**config.mk**
```make
export PLATFORM = sky130hd
export DESIGN_NAME = zrb_uart_rx
export DESIGN_NICKNAME = d
export VERILOG_FILES = /design/src/rtl/zrb_uart_rx.sv
export SDC_FILE = /design/constraint.sdc
export NUM_CORES = 1
export LEC_CHECK = 0
export CAP_MARGIN = 20
export CORE_MARGIN = 2
export CORE_UTILIZATION = 56
export CTS_BUF_LIST = sky130_fd_sc_hd__clkbuf_4 sky130_fd_sc_hd__clkbuf_8 sky130_fd_sc_hd__clkbuf_16
export DETAILED_ROUTE_END_ITERATION = 16
export HOLD_SLACK_MARGIN = 0.1
export PLACE_DENSITY_LB_ADDON = 0.15
export SYNTH_ARGS = -nofsm -noshare
export SYNTH_HDL_FRONTEND = slang
export SYNTH_SLANG_ARGS = --single-unit
```
**constraint.sdc**
```tcl
create_clock -name clk -period 2.2 [get_ports clk]
set_input_delay 0.44 -clock clk [delete_from_list [all_inputs] [get_ports clk]]
set_output_delay 0.44 -clock clk [all_outputs]
set_load 0.01 [all_outputs]
```
**src/rtl/zrb_uart_rx.sv**
```systemverilog
// 8N1 UART receiver: 2-FF synchronized input, tick-divided oversampling, single mid-bit sample.
// Emits a one-clock valid strobe per good frame, or a frame_error strobe when the stop bit reads low.
module zrb_uart_rx #(
    parameter int unsigned INPUT_CLK  = 25000000,
    parameter int unsigned BAUD       = 9600,
    parameter int unsigned OVERSAMPLE = 16
) (
    input  logic       clk,
    input  logic       reset_n,
    input  logic       rx,
    output logic [7:0] data,
    output logic       valid,
    output logic       frame_error,
    output logic       busy
);

    localparam int unsigned DIV   = (INPUT_CLK + BAUD * OVERSAMPLE / 2) / (BAUD * OVERSAMPLE);
    localparam int unsigned DIV_W = (DIV > 1) ? $clog2(DIV) : 1;
    localparam int unsigned SMP_W = $clog2(OVERSAMPLE);

    typedef enum logic [1:0] {
        IDLE,
        START,
        DATA,
        STOP
    } state_t;

    state_t             state_q, state_d;
    logic               rx_meta_q, rx_s_q, rx_prev_q;
    logic [DIV_W-1:0]   div_q, div_d;
    logic [SMP_W-1:0]   smp_q, smp_d;
    logic [2:0]         bit_q, bit_d;
    logic [7:0]         shift_q, shift_d;
    logic [7:0]         data_q, data_d;
    logic               valid_q, valid_d;
    logic               fe_q, fe_d;
    logic               tick;

    always_ff @(posedge clk or negedge reset_n) begin
        if (!reset_n) begin
            rx_meta_q <= 1'b1;
            rx_s_q    <= 1'b1;
            rx_prev_q <= 1'b1;
            state_q   <= IDLE;
            div_q     <= '0;
            smp_q     <= '0;
            bit_q     <= '0;
            shift_q   <= '0;
            data_q    <= '0;
            valid_q   <= 1'b0;
            fe_q      <= 1'b0;
        end else begin
            rx_meta_q <= rx;
            rx_s_q    <= rx_meta_q;
            rx_prev_q <= rx_s_q;
            state_q   <= state_d;
            div_q     <= div_d;
            smp_q     <= smp_d;
            bit_q     <= bit_d;
            shift_q   <= shift_d;
            data_q    <= data_d;
            valid_q   <= valid_d;
            fe_q      <= fe_d;
        end
    end

    always_comb begin
        state_d = state_q;
        div_d   = div_q;
        smp_d   = smp_q;
        bit_d   = bit_q;
        shift_d = shift_q;
        data_d  = data_q;
        valid_d = 1'b0;
        fe_d    = 1'b0;
        tick    = (div_q == DIV_W'(DIV - 1));

        // Divider and sample counter free-run while a frame is in progress; IDLE holds them at zero
        // so the first tick after the start edge lands exactly DIV clocks later.
        if (state_q != IDLE) begin
            div_d = tick ? '0 : div_q + DIV_W'(1);
            if (tick) begin
                smp_d = smp_q + SMP_W'(1);
            end
        end

        case (state_q)
            IDLE: begin
                div_d = '0;
                smp_d = '0;
                bit_d = '0;
                if (rx_prev_q && !rx_s_q) begin
                    state_d = START;
                end
            end
            START: begin
                if (tick && smp_q == SMP_W'(OVERSAMPLE / 2 - 1)) begin
                    if (rx_s_q) begin
                        state_d = IDLE;
                    end else begin
                        state_d = DATA;
                        smp_d   = '0;
                    end
                end
            end
            DATA: begin
                if (tick && smp_q == '1) begin
                    shift_d = {rx_s_q, shift_q[7:1]};
                    bit_d   = bit_q + 3'd1;
                    if (bit_q == 3'd7) begin
                        state_d = STOP;
                    end
                end
            end
            STOP: begin
                if (tick && smp_q == '1) begin
                    if (rx_s_q) begin
                        data_d  = shift_q;
                        valid_d = 1'b1;
                    end else begin
                        fe_d = 1'b1;
                    end
                    state_d = IDLE;
                end
            end
            default: state_d = IDLE;
        endcase
    end

    assign data        = data_q;
    assign valid       = valid_q;
    assign frame_error = fe_q;
    assign busy        = (state_q != IDLE);

endmodule
```
==> results.md, run 1 <==
- Syn Std Cell Area: 0.001677 sq mm
- Fin. Hold Viols: 0
- Port Buf Inserts: 13
- Crit. End Element: output port
- Failing checks: DRC
- Clock Latency Late Sink: 320 ps
- Crit path DAT: ~1600 ps
- Layout cell share with drive strength beyond 1: 0.2566
- Drt pass-1 iters: 10
- Most frequent cells in the layout: dfrtp_1, nand3_1, nor2_1, clkdlybuf4s50_1
- Non-Filler Instances: 183
- Fillcell total: 219
- R2R cell count: 6
- Synth async-reset ratio: 1.000
- Mapped Nets: 140
- Antenna Nets Post-Route: 0
- Final Util: 0.6775
- Flop pwr share: 0.611
- CP Max Fanout: 8
- Stages on worst setup path: 3
- Crit path time final: 2068 ps
- Num CTS Buffers: 5
- CP Launch Type: register
- Slew at the pin closest to its max-slew limit: 790.3 ps
- Net Switching: 363.6 uW
- Core ar.: 0.002805 sq mm
- Post-DR vias/cell: 5.661
- DR vias: 1036
- Die Wd: 58.72 um
- Post-layout instance area: approximately 0.0019 sq mm
- Die height: 58.72 um
- Combinational share of power: 0.117
- Required time of the critical path: between 1500 and 2000 ps
- Routed WL per cell: 15.25 um
- # IOs: 14
- Max Buffers Root-to-Sink: 2
- Sw frac: 0.2643
- Initial antenna violation count: 0
- Unrepaired setup endpoints after global routing: no
- Max-cap viol count: 0
- Library cells used by synthesis: 31
- DRC viols: 1
- Worst path slowest cell: clkdlybuf4s50_1
- Synth Register Bits: 38
- Pin count of the biggest net entering global routing: 39
- Hpwl dp: 2037 um
- Inst Count DP: 175
- Setup TNS: 0 ps
- Syn. warnings: 0
- Sequential element share of the synthesized area: 0.5694
- Crit share post-route: 0.9399
- Max-slew violations: 0
- Synth-to-layout area growth: 13.36%
- First-pass GRT wire length: 4995 um
- Number of nets in the layout: 159
- Largest delay contributor family on the critical path: buffers and inverters
- Main synth FF type: dfrtp_1
- Post-Syn Area per Cell: 12.70 sq um
- Pint: 1.012 mW
- Commonest non-fill, non-tap cell in the layout: dfrtp_1
- Overall routing resource usage: 0.1973
- CTS Hold Bufs: 0
- Final hold slack: 197.5 ps
- Gpl congestion: between 0.8 and 0.9
- Number of synthesized flops with an enable pin: 0
- Setup Crit Path Kind: register to output port
- Drt total wl: 2790 um
- Clock slew at reported path FFs: approximately 110 ps
- Placed inst area: between 0.0015 and 0.002 sq mm
- Ant diodes: 0
- Post-CTS Setup Bufs: 0
- Peak supply drop: 0.0004649 V
- Max-slew headroom: 0.4732
- H-Tree Depth: 2
- Die area: 0.003447 sq mm
- Status: finished with violations
- Root Driver: clkbuf_4
- Clock power frac: 0.272
- Worst Hold Class: primary input to async pin
- Skew final: 6.673 ps
- Final setup vio count: 0
- WP buf/inv: 2
- Grt ovf: 0
- Mapped Cells: 132
- Pwr/cell area: 723.8 mW/mm^2
- Highest clock rate: 483.6 MHz
- CTS tree: built
- Standard-cell rows: 19
- Total clock sinks: 38
- Max incr delay on CP: 510 ps
- Leak: between 0.9 and 1 nW
- Vias in the first global route: 1033
- 1st-iter DRT viols: 37
- Starting Density: 0.5977
- Critical-path cell list: nor2_2, inv_1, clkdlybuf4s50_1
power by group through the flow:
stage               Clock (mW)  Sequential (mW)  Combinational (mW)
global placement             0            0.853               0.155
CTS                      0.387            0.840               0.163
global route             0.431            0.855               0.192
detailed placement           0            0.854               0.161
floorplan                    0            0.839               0.126
finish                   0.374            0.841               0.161
layer usage:
layer / vias to the layer above / routed length, um / GRT usage
li1: 491 / - / -
met1: 513 / 1227 / 0.2632
met2: 30 / 1397 / 0.3146
met3: 2 / 142 / 0.05934
met4: 0 / 23 / 0.05844
met5: - / 0 / 0
flip-flops by register name, indices dropped and copies added (netlist names):
name and flops:
data 8, div_q 8, shift_q 8, smp_q 4
bit_q 3, state_q 2, frame_error 1, rx_meta_q 1
rx_prev_q 1, rx_s_q 1, valid 1
cells by family after synthesis:
group	Yosys count	share of synthesized area
adder cells (fa/ha/maj)	5	0.03731
AND/OR/NAND/NOR	46	0.1605
flip-flops	38	0.5694
buffers and inverters	8	0.02313
AO/OA/AOI/OAI	10	0.03731
XOR/XNOR	9	0.04702
multiplexers	16	0.1254
timing repair:
item | CTS | global route
setup endpoints to repair | 0 | 1
hold endpoints to repair | 0 | 0
gates resized for setup | 0 | 3
worst register-to-register path: cells and delay by family (launching register included):
family / cells / cell delay, ps
flip-flops: 1 / 440
multiplexers: 1 / 330
adder cells (fa/ha/maj): 1 / 140
AND/OR/NAND/NOR: 3 / 910
buffers and inverters: 1 / 80
path summary, 6_finish.rpt:
| path | slack [ps] | start | endpoint |
|---|---|---|---|
| max | 130 | state_q[1] | busy |
| min | 200 | reset_n | shift_q[7] |
| max reg2reg | 200 | div_q[0] | data[0] |
| min reg2reg | 380 | rx_meta_q | rx_s_q |
| max in group asynchronous | 1460 | reset_n | state_q[0] |
| min in group clk | 380 | rx_meta_q | rx_s_q |
through the flow:
| step | power (mW) | setup WS (ps) |
|---|---|---|
| global route | 1.477 | 34.87 |
| floorplan | 0.9650 | 298.7 |
| CTS | 1.391 | 52.56 |
| detailed placement | 1.015 | 207.9 |
| finish | 1.376 | 132.3 |
| global placement | 1.008 | 273.2 |
cells in the mapped netlist (2+ instances only):
cell	count	share of area
a21oi_1	2	0.0060
mux2_4	8	0.072
ha_1	5	0.037
nor2_1	13	0.029
dfstp_2	3	0.047
nand3_1	14	0.042
nand2_1	4	0.0090
xnor2_1	3	0.016
mux2_2	8	0.054
dfrtp_1	35	0.52
and3_1	3	0.011
inv_1	6	0.013
xor2_1	6	0.031
o21ai_0	5	0.015
cell type report:
cell class | count | area [sq um] | area share
clock buffers | 7 | 58.81 | 0.03094
repair buffers | 14 | 132.6 | 0.06978
multi-input cells | 86 | 685.7 | 0.3608
clock inverters | 1 | 5.005 | 0.002633
flip-flops and latches | 38 | 957.2 | 0.5036
inverters | 6 | 22.52 | 0.01185
well taps | 31 | 38.79 | 0.02041
(Power assumes the default switching activity.)
==> run 2: changes to the inputs <==
--- a/config.mk
+++ b/config.mk
@@ -6,12 +6,12 @@
 export NUM_CORES = 1
 export LEC_CHECK = 0
 export CAP_MARGIN = 20
-export CORE_MARGIN = 2
 export CORE_UTILIZATION = 56
 export CTS_BUF_LIST = sky130_fd_sc_hd__clkbuf_4 sky130_fd_sc_hd__clkbuf_8 sky130_fd_sc_hd__clkbuf_16
 export DETAILED_ROUTE_END_ITERATION = 16
 export HOLD_SLACK_MARGIN = 0.1
 export PLACE_DENSITY_LB_ADDON = 0.15
+export SLEW_MARGIN = 20
 export SYNTH_ARGS = -nofsm -noshare
 export SYNTH_HDL_FRONTEND = slang
 export SYNTH_SLANG_ARGS = --single-unit
==> results.md, run 2 (synthesis gave the netlist of run 1 again) <==
- Routed WL per cell: 15.56 um (+2.1%)
- Total clock sinks: 38 (unchanged)
- Placed inst area: 0.001832 sq mm (unchanged)
- Post-layout instance area: 0.001901 sq mm (unchanged)
- Die area: 0.003217 sq mm (-6.7%)
- Net Switching: 396.2 uW (+9.0%)
- Standard-cell rows: 19 (unchanged)
- 1st-iter DRT viols: 44 (+19%)
- Combinational share of power: 0.116 (about the same)
- Final Util: 0.6775 (unchanged)
- Clock Latency Late Sink: 350 ps (+30 ps)
- Crit share post-route: 0.9478 (+0.007910)
- Layout cell share with drive strength beyond 1: 0.2566 (unchanged)
- Drt total wl: 2848 um (+2.1%)
- Synth-to-layout area growth: 13.36% (unchanged)
- Setup Crit Path Kind: register to output port
- Fin. Hold Viols: 0 (unchanged)
- Max-slew violations: 0 (unchanged)
- Die height: 56.72 um (-3.4%)
- Required time of the critical path: 1760 ps (about the same)
- Final setup vio count: 0 (unchanged)
- Leak: 0.9360 nW (-0.47%)
- Root Driver: clkbuf_4
- Most frequent cells in the layout: dfrtp_1, nand3_1, nor2_1, clkdlybuf4s50_1
- Antenna Nets Post-Route: 0 (unchanged)
- CTS Hold Bufs: 0 (unchanged)
- Sw frac: 0.2841 (+0.01972)
- Port Buf Inserts: 13 (unchanged)
- Vias in the first global route: 1102 (+6.7%)
- Highest clock rate: 479.6 MHz (-0.83%)
- Pin count of the biggest net entering global routing: 39 (unchanged)
- Gpl congestion: 0.7975 (-2.9%)
- Status: finished with violations
- Final hold slack: 165.8 ps (-31.62 ps)
- Die Wd: 56.72 um (-3.4%)
- Failing checks: DRC
- Drt pass-1 iters: 10 (unchanged)
- Peak supply drop: 0.0004520 V (-2.8%)
- Core ar.: 0.002805 sq mm (unchanged)
- Pint: 998.6 uW (-1.3%)
- Grt ovf: 0 (unchanged)
- CP Launch Type: register
- Flop pwr share: 0.605 (-0.006)
- CP Max Fanout: 8 (unchanged)
- Num CTS Buffers: 5 (unchanged)
- # IOs: 14 (unchanged)
- Clock power frac: 0.279 (+0.007)
- Clock slew at reported path FFs: 120 ps (about the same)
- R2r setup slk: 220 ps (+20 ps)
- Commonest non-fill, non-tap cell in the layout: dfrtp_1
- Crit path DAT: 1650 ps (+20 ps)
- Pwr/cell area: 733.9 mW/mm^2 (+1.4%)
- Overall routing resource usage: 0.2129 (+0.01559)
- Setup TNS: 0 ps (unchanged)
- DR vias: 1039 (+0.29%)
- Worst Hold Class: primary input to async pin
- Crit path time final: 2085 ps (+17.40 ps)
- Max Buffers Root-to-Sink: 2 (unchanged)
- First-pass GRT wire length: 5009 um (+0.28%)
- Max-slew headroom: 0.4587 (-0.01446)
- Unrepaired setup endpoints after global routing: no
- Skew final: 10.35 ps (+3.677 ps)
- Max-cap viol count: 0 (unchanged)
- Starting Density: 0.5977 (unchanged)
- Slew at the pin closest to its max-slew limit: 811.9 ps (+21.69 ps)
- Initial antenna violation count: 0 (unchanged)
- Hpwl dp: 1974 um (-3.1%)
- DRC viols: 2 (+1)
- CTS tree: built
- Post-DR vias/cell: 5.678 (+0.29%)
- Ant diodes: 0 (unchanged)
- H-Tree Depth: 2 (unchanged)
- Crit. End Element: output port
- Number of nets in the layout: 159 (unchanged)
## run 2: cell count changes in the layout (fill, tap and decap cells not counted)
cell	previous run	this run
clkbuf_4	6	5
clkinvlp_4	0	1
## run 2: stage by stage
step / worst slack, ps / std cells / total power [mW]
2_1_floorplan: 298.7 / 132 / 0.9650
3_3_place_gp: 275.2 / 175 / 1.008
3_5_place_dp: 223.3 / 175 / 1.013
4_1_cts: 29.16 / 183 / 1.403
5_1_grt: 23.61 / 183 / 1.470
6_report: 114.9 / 183 / 1.395
## run 2: critical path, cell delays in order (launching register included)
cell and delay, ps:
dfrtp_2 480, nor2_2 180, inv_1 130, clkdlybuf4s50_1 510
## run 2: worst paths after layout
kind                            start  depth (start not counted)          to
setup / recovery           state_q[1]                          3        busy
hold / removal                reset_n                          1    smp_q[0]
setup reg to reg             div_q[0]                          6     data[3]
hold reg to reg             rx_meta_q                          0      rx_s_q
max in group asynchronous     reset_n                          1  state_q[0]
min in group clk            rx_meta_q                          0      rx_s_q
## run 2: final cells by class
class                      instances  area [sq um]
timing repair buffer              14         132.6
clock buffer                       6         51.30
sequential                        38         957.2
inverter                           6         22.52
multi-input combinational         86         685.7
fill                             226         904.6
clock inverter                     2         12.51
tap                               31         38.79
## run 2: timing repair
action	4_1_cts	5_1_grt
resized for setup	0	3
setup buffers	0	0
hold endpoints to repair	0	0
setup endpoints to repair	0	1
## run 2: per-layer routing
metal	GRT usage	wire [um]
met1	0.2685	1286
met2	0.3367	1390
met3	0.05530	110
met4	0.1107	61
met5	0	0
## run 2: power groups by stage
| stage | registers (mW) | logic, mW | clock network [mW] |
|---|---|---|---|
| 2_1_floorplan | 0.839 | 0.126 | 0 |
| 3_3_place_gp | 0.853 | 0.155 | 0 |
| 3_5_place_dp | 0.853 | 0.160 | 0 |
| 4_1_cts | 0.841 | 0.162 | 0.400 |
| 5_1_grt | 0.853 | 0.186 | 0.431 |
| 6_report | 0.844 | 0.162 | 0.389 |
==> run 3: changes to the inputs <==
--- a/config.mk
+++ b/config.mk
@@ -5,10 +5,10 @@
 export SDC_FILE = /design/constraint.sdc
 export NUM_CORES = 1
 export LEC_CHECK = 0
-export CAP_MARGIN = 20
 export CORE_UTILIZATION = 56
 export CTS_BUF_LIST = sky130_fd_sc_hd__clkbuf_4 sky130_fd_sc_hd__clkbuf_8 sky130_fd_sc_hd__clkbuf_16
 export DETAILED_ROUTE_END_ITERATION = 16
+export GPL_ROUTABILITY_DRIVEN = 0
 export HOLD_SLACK_MARGIN = 0.1
 export PLACE_DENSITY_LB_ADDON = 0.15
 export SLEW_MARGIN = 20
==> results of run 3 <==
The final DEF is identical to that of run 2; final timing and power are the same.
